===== src/rtl/time_set_ctrl.sv =====
// Time/alarm set sequencer: selects the displayed time, steps through hour/minute
// edit fields, blinks the active field and issues commit strobes.
module time_set_ctrl #(
   parameter int BLINK_CYCLES   = 50_000_000,
   parameter int TIMEOUT_CYCLES = 1_000_000_000
) (
   input  logic        clk_i,
   input  logic        reset_i,
   input  logic        btn_mode_i,
   input  logic        btn_up_i,
   input  logic        btn_down_i,
   input  logic [19:0] cur_time_i,
   input  logic [19:0] alarm_time_i,
   output logic [19:0] disp_time_o,
   output logic [1:0]  field_blank_o,
   output logic        editing_o,
   output logic [19:0] new_time_o,
   output logic        load_time_o,
   output logic        load_alarm_o
);

   localparam int BW = (BLINK_CYCLES   > 1) ? $clog2(BLINK_CYCLES)   : 1;
   localparam int TW = (TIMEOUT_CYCLES > 1) ? $clog2(TIMEOUT_CYCLES) : 1;

   typedef enum logic [2:0] {SHOW, T_HOUR, T_MIN, A_HOUR, A_MIN} state_t;

   state_t        state_q, state_d;
   logic [19:0]   buf_q, buf_d;
   logic [19:0]   disp_q, disp_d;
   logic [19:0]   new_q, new_d;
   logic [1:0]    blank_q, blank_d;
   logic          edit_q, edit_d;
   logic          lt_q, lt_d;
   logic          la_q, la_d;
   logic [BW-1:0] blink_q, blink_d;
   logic          phase_q, phase_d;
   logic [TW-1:0] to_q, to_d;
   logic          any_btn, step_en;

   // BCD hour step over 00..23, wrapping both ways
   function automatic logic [5:0] hr_step(input logic [5:0] h, input logic up);
      logic [1:0] t;
      logic [3:0] u;
      t = h[5:4];
      u = h[3:0];
      if (up) begin
         if (t == 2'd2 && u == 4'd3) begin t = 2'd0; u = 4'd0; end
         else if (u == 4'd9)          begin t = t + 2'd1; u = 4'd0; end
         else                              u = u + 4'd1;
      end else begin
         if (t == 2'd0 && u == 4'd0)  begin t = 2'd2; u = 4'd3; end
         else if (u == 4'd0)          begin t = t - 2'd1; u = 4'd9; end
         else                              u = u - 4'd1;
      end
      return {t, u};
   endfunction

   // BCD minute step over 00..59; never carries into hours
   function automatic logic [6:0] mn_step(input logic [6:0] m, input logic up);
      logic [2:0] t;
      logic [3:0] u;
      t = m[6:4];
      u = m[3:0];
      if (up) begin
         if (u == 4'd9) begin
            u = 4'd0;
            t = (t == 3'd5) ? 3'd0 : t + 3'd1;
         end else u = u + 4'd1;
      end else begin
         if (u == 4'd0) begin
            u = 4'd9;
            t = (t == 3'd0) ? 3'd5 : t - 3'd1;
         end else u = u - 4'd1;
      end
      return {t, u};
   endfunction

   always_comb begin
      any_btn = btn_mode_i | btn_up_i | btn_down_i;
      step_en = (btn_up_i ^ btn_down_i) & ~btn_mode_i;
      state_d = state_q;
      buf_d   = buf_q;
      new_d   = new_q;
      lt_d    = 1'b0;
      la_d    = 1'b0;
      to_d    = '0;

      // Any press restarts the blink so the edited field is visible at once
      if (any_btn) begin
         blink_d = '0;
         phase_d = 1'b0;
      end else if (blink_q == BW'(BLINK_CYCLES - 1)) begin
         blink_d = '0;
         phase_d = ~phase_q;
      end else begin
         blink_d = blink_q + BW'(1);
         phase_d = phase_q;
      end

      if (state_q != SHOW && !any_btn) begin
         if (to_q == TW'(TIMEOUT_CYCLES - 1)) state_d = SHOW;
         else                                 to_d    = to_q + TW'(1);
      end

      case (state_q)
         SHOW: if (btn_mode_i) begin
            buf_d   = {cur_time_i[19:7], 7'd0};
            state_d = T_HOUR;
         end
         T_HOUR, A_HOUR: begin
            if (btn_mode_i)   state_d = (state_q == T_HOUR) ? T_MIN : A_MIN;
            else if (step_en) buf_d[19:14] = hr_step(buf_q[19:14], btn_up_i);
         end
         T_MIN: begin
            if (btn_mode_i) begin
               new_d   = buf_q;
               lt_d    = 1'b1;
               buf_d   = {alarm_time_i[19:7], 7'd0};
               state_d = A_HOUR;
            end else if (step_en) buf_d[13:7] = mn_step(buf_q[13:7], btn_up_i);
         end
         A_MIN: begin
            if (btn_mode_i) begin
               new_d   = buf_q;
               la_d    = 1'b1;
               state_d = SHOW;
            end else if (step_en) buf_d[13:7] = mn_step(buf_q[13:7], btn_up_i);
         end
         default: state_d = SHOW;
      endcase

      edit_d = (state_d != SHOW);
      disp_d = edit_d ? buf_d : cur_time_i;
      case (state_d)
         T_HOUR, A_HOUR: blank_d = {phase_d, 1'b0};
         T_MIN, A_MIN:   blank_d = {1'b0, phase_d};
         default:        blank_d = 2'b00;
      endcase
   end

   always_ff @(posedge clk_i or posedge reset_i) begin
      if (reset_i) begin
         state_q <= SHOW;
         buf_q   <= '0;
         disp_q  <= '0;
         new_q   <= '0;
         blank_q <= '0;
         edit_q  <= 1'b0;
         lt_q    <= 1'b0;
         la_q    <= 1'b0;
         blink_q <= '0;
         phase_q <= 1'b0;
         to_q    <= '0;
      end else begin
         state_q <= state_d;
         buf_q   <= buf_d;
         disp_q  <= disp_d;
         new_q   <= new_d;
         blank_q <= blank_d;
         edit_q  <= edit_d;
         lt_q    <= lt_d;
         la_q    <= la_d;
         blink_q <= blink_d;
         phase_q <= phase_d;
         to_q    <= to_d;
      end
   end

   assign disp_time_o   = disp_q;
   assign field_blank_o = blank_q;
   assign editing_o     = edit_q;
   assign new_time_o    = new_q;
   assign load_time_o   = lt_q;
   assign load_alarm_o  = la_q;

endmodule


===== config.mk =====
export PLATFORM = sky130hd
export DESIGN_NAME = time_set_ctrl
export DESIGN_NICKNAME = d
export VERILOG_FILES = /design/src/rtl/time_set_ctrl.sv
export SDC_FILE = /design/constraint.sdc
export NUM_CORES = 1
export LEC_CHECK = 0
export CELL_PAD_IN_SITES_DETAIL_PLACEMENT = 0
export CELL_PAD_IN_SITES_GLOBAL_PLACEMENT = 1
export CORE_UTILIZATION = 40
export CTS_CLUSTER_SIZE = 8
export DETAILED_ROUTE_END_ITERATION = 8
export PLACE_DENSITY = 0.86
export SLEW_MARGIN = 10
export SYNTH_ARGS = -nofsm -noshare
export SYNTH_HDL_FRONTEND = slang
export SYNTH_SLANG_ARGS = --single-unit

===== constraint.sdc =====
create_clock -name clk_i -period 4.6 [get_ports clk_i]
set_input_delay 0.69 -clock clk_i [delete_from_list [all_inputs] [get_ports clk_i]]
set_output_delay 0.69 -clock clk_i [all_outputs]
set_load 0.005 [all_outputs]

==> out/summary.txt <==
count of pins over their slew limit -> 0
num ports -> 90
Worst-Skew Late Latency -> 0.42 ns
most frequent cells in the layout -> 125 x dfrtp_1, 82 x clkdlybuf4s50_1, 75 x nor2_1, 57 x nand2_1, 33 x xor2_1
DIE WIDTH -> 130 um
Unique masters post-synth -> 71
remaining antenna violation count -> 0
Design Power -> 4.32 mW
Setup-failing EPs final -> 0
clk buf depth -> 2
DP Cell Count -> 926
share of cells above drive strength 1 -> 10.2%
Synth Flop Type -> dfrtp_1
post-CTS setup buffer count -> 0
post-synthesis compound-gate area fraction -> 11.4%
wire length of the first global-routing pass -> 26100 um
Synth async-reset ratio -> 100%
final instance area -> 0.00813 mm^2
crit path cell chain -> clkdlybuf4s50_1 -> inv_1 -> nor3_2 -> nor2_2 -> buf_4 -> mux2_2
vias -> 5241
largest net degree at the start of global routing -> 57
syn nets -> 708
Worst Skew -> 0.00950 ns
sequential power share -> 36.1%
Net Sw Power -> 1.40 mW
CTS Hold Bufs -> 0
status -> complete, no violations
Worst-path clk slew -> 0.05 ns
Initial Util -> 41.2%
unrepaired setup endpoints after global routing -> no
Vias/cell -> 5.47
Residual DRC -> 0
hpwl dp -> 11000 um
CTS root buf -> clkbuf_16
Rows -> 46
Setup crit start kind -> input pin
CTS tree -> yes
placed cell area -> 0.00753 mm^2
DIE AREA -> 0.0169 mm^2
Sw Ratio -> 32.3%
Worst Setup SP -> btn_mode_i
total gr overflow -> 0
commonest non-fill, non-tap cell in the layout -> dfrtp_1
Largest stage delay, worst path -> 0.86 ns
PortBufs -> 82
synthesized cell area -> 0.00657 mm^2
power density cells -> 531 mW/mm^2
syn_area_per_cell -> 10.1 um^2
clock network fraction of total power -> 30.9%
kind of critical path -> input pin to register
fin util -> 51.0%
Num CTS Buffers -> 17
Placer Congestion -> 0.839
Starting DRT DRC Count -> 499
CTS sink cnt -> 125
Final Instance Count excl. Fillers -> 958
CP Max Fanout -> 21
Detailed Route WL -> 15900 um
static leakage -> 3.39 nW
Synth Register Bits -> 125
Routed wire per std cell -> 16.6 um
mux contribution to synthesized area -> 7.45%
fmax -> 322 MHz
Synth Instances -> 653
Post-Synth XOR/XNOR Area -> 6.54%
GR Util All Layers -> 19.9%
final worst-path cycle share -> 67.5%
fill count -> 1425
Hold Fails Final Rpt -> 0
largest vdd supply drop -> 327 uV
CP endpoint kind -> register
Chip Height -> 130 um
Area growth, synth to finish -> 23.9%
reg2reg start -> state_q[0]
Simple-Gate Fraction of Synth Area -> 21.3%
Internal Pwr Total -> 2.92 mW
HP Start -> new_time_o[11]
drt pass-1 iters -> 8
Adder-Cell Fraction of Synth Area -> 1.91%
Ant. Diodes -> 0
H-tree lvl count -> 4
WP buf/inv -> 3
post_cts resized -> 0
Slowest cell on crit path -> nor2_2
largest family of logic cells by synthesized area -> simple AND/OR/NAND/NOR gates
slew margin rel. -> 30.1%
crit path DAT -> 3.41 ns
Worst-Margin Slew -> 1.05 ns
CP Data Required Time -> 4.90 ns
warning count from the yosys run -> 0
Max-Cap Viols -> 0
CORE AREA -> 0.0159 mm^2
vias in the first global route -> 5241
number of enable flip-flop cells after synthesis -> 0
Worst path top cell family by delay -> buffers and inverters
Tmin final -> 3.11 ns
nets@finish -> 784
Seq/Total Area, Yosys -> 47.6%
Hold/Removal Path Class -> register to register
Setup TNS Final -> 0 ns
Logic pwr share -> 33.0%
initial antenna violation count -> 0
path summary, 6_finish.rpt:
path | cells past startpoint | slack (ns) | end
setup / recovery | 6 | 1.49 | new_time_o[17]
hold / removal | 2 | 0.48 | new_time_o[11]
setup reg to reg | 6 | 1.53 | new_time_o[17]
hold reg to reg | 2 | 0.48 | new_time_o[11]
max in group asynchronous | 3 | 2.93 | new_time_o[11]
min in group asynchronous | 2 | 0.74 | field_blank_o[1]
routing by layer:
metal / part of all wire [%] / track usage, %
met5: 0 / 0
met4: 1.8 / 7.59
met3: 4.9 / 4.02
met2: 49 / 32.0
met1: 44 / 26.6
worst register-to-register path: cells and delay by family (launching register included):
kind,cells,cell delay [ns]
buffers and inverters,2,0.60
DFF,1,0.80
and+or+nand+nor,3,1.23
muxes,1,0.34
Yosys cell counts (4+ instances only):
cell        n  share of area, %
nor2b_1    14               1.3
nand2_1    57               3.3
o21ai_0    30               2.3
a31oi_1     9              0.86
a211oi_1    4              0.46
nand4_1    10              0.95
dfrtp_1   125                48
nand2b_1    8              0.76
xor2_1     33               4.4
mux2i_1     5              0.76
clkbuf_1    9              0.51
nor3_1     13              0.99
mux2_2     14               2.4
or3_1       8              0.76
and3_1      9              0.86
inv_1      20               1.1
nor2_1     75               4.3
buf_2      16               1.2
a21o_1      4              0.46
nand3_1    22               1.7
a22o_1      4              0.53
a21oi_1    26               2.0
nand3b_1    5              0.57
xnor2_1    16               2.1
o22ai_1     7              0.67
and4_1      7              0.93
ha_1       10               1.9
nor4_1      7              0.67
mux2_4     18               4.1
a221o_1     4              0.61
a221oi_1    4              0.53
flip-flops by register name (all words and copies together) (netlist names):
signal	cells
to_q	30
blink_q	26
buf_q	20
disp_time_o	20
new_time_o	20
state_q	3
field_blank_o	2
editing_o	1
load_alarm_o	1
load_time_o	1
phase_q	1
per-stage QoR:
step	setup WS (ns)	hold WS, ns
final	1.49	0.479
after global placement	1.19	0.472
after floorplan	0.582	0.455
after CTS	1.51	0.487
after detailed placement	1.07	0.473
after global routing	1.34	0.519
kinds of logic after synthesis:
group           after synthesis
mux                          38
buf+inv                      52
compound gates              115
xor+xnor                     49
fa+ha+maj                    10
simple gates                264
flops                       125
cell type report:
| cell class | instances | area [um^2] | area share, % |
|---|---|---|---|
| clock buffers | 23 | 488 | 6.00 |
| clock inverters | 9 | 110 | 1.35 |
| inverters | 21 | 81.3 | 1.00 |
| multi-input cells | 476 | 3190 | 39.2 |
| flip-flops and latches | 125 | 3130 | 38.5 |
| well taps | 216 | 270 | 3.32 |
| repair buffers | 88 | 866 | 10.6 |
power by group through the flow:
stage               registers (mW)  clock network (mW)  logic [mW]
floorplan                     1.44                   0        1.03
global placement              1.56                   0        1.37
detailed placement            1.57                   0        1.42
CTS                           1.55                1.36        1.43
global route                  1.60                1.42        1.56
finish                        1.56                1.33        1.43
No activity file was read; power rests on OpenSTA's default activity.
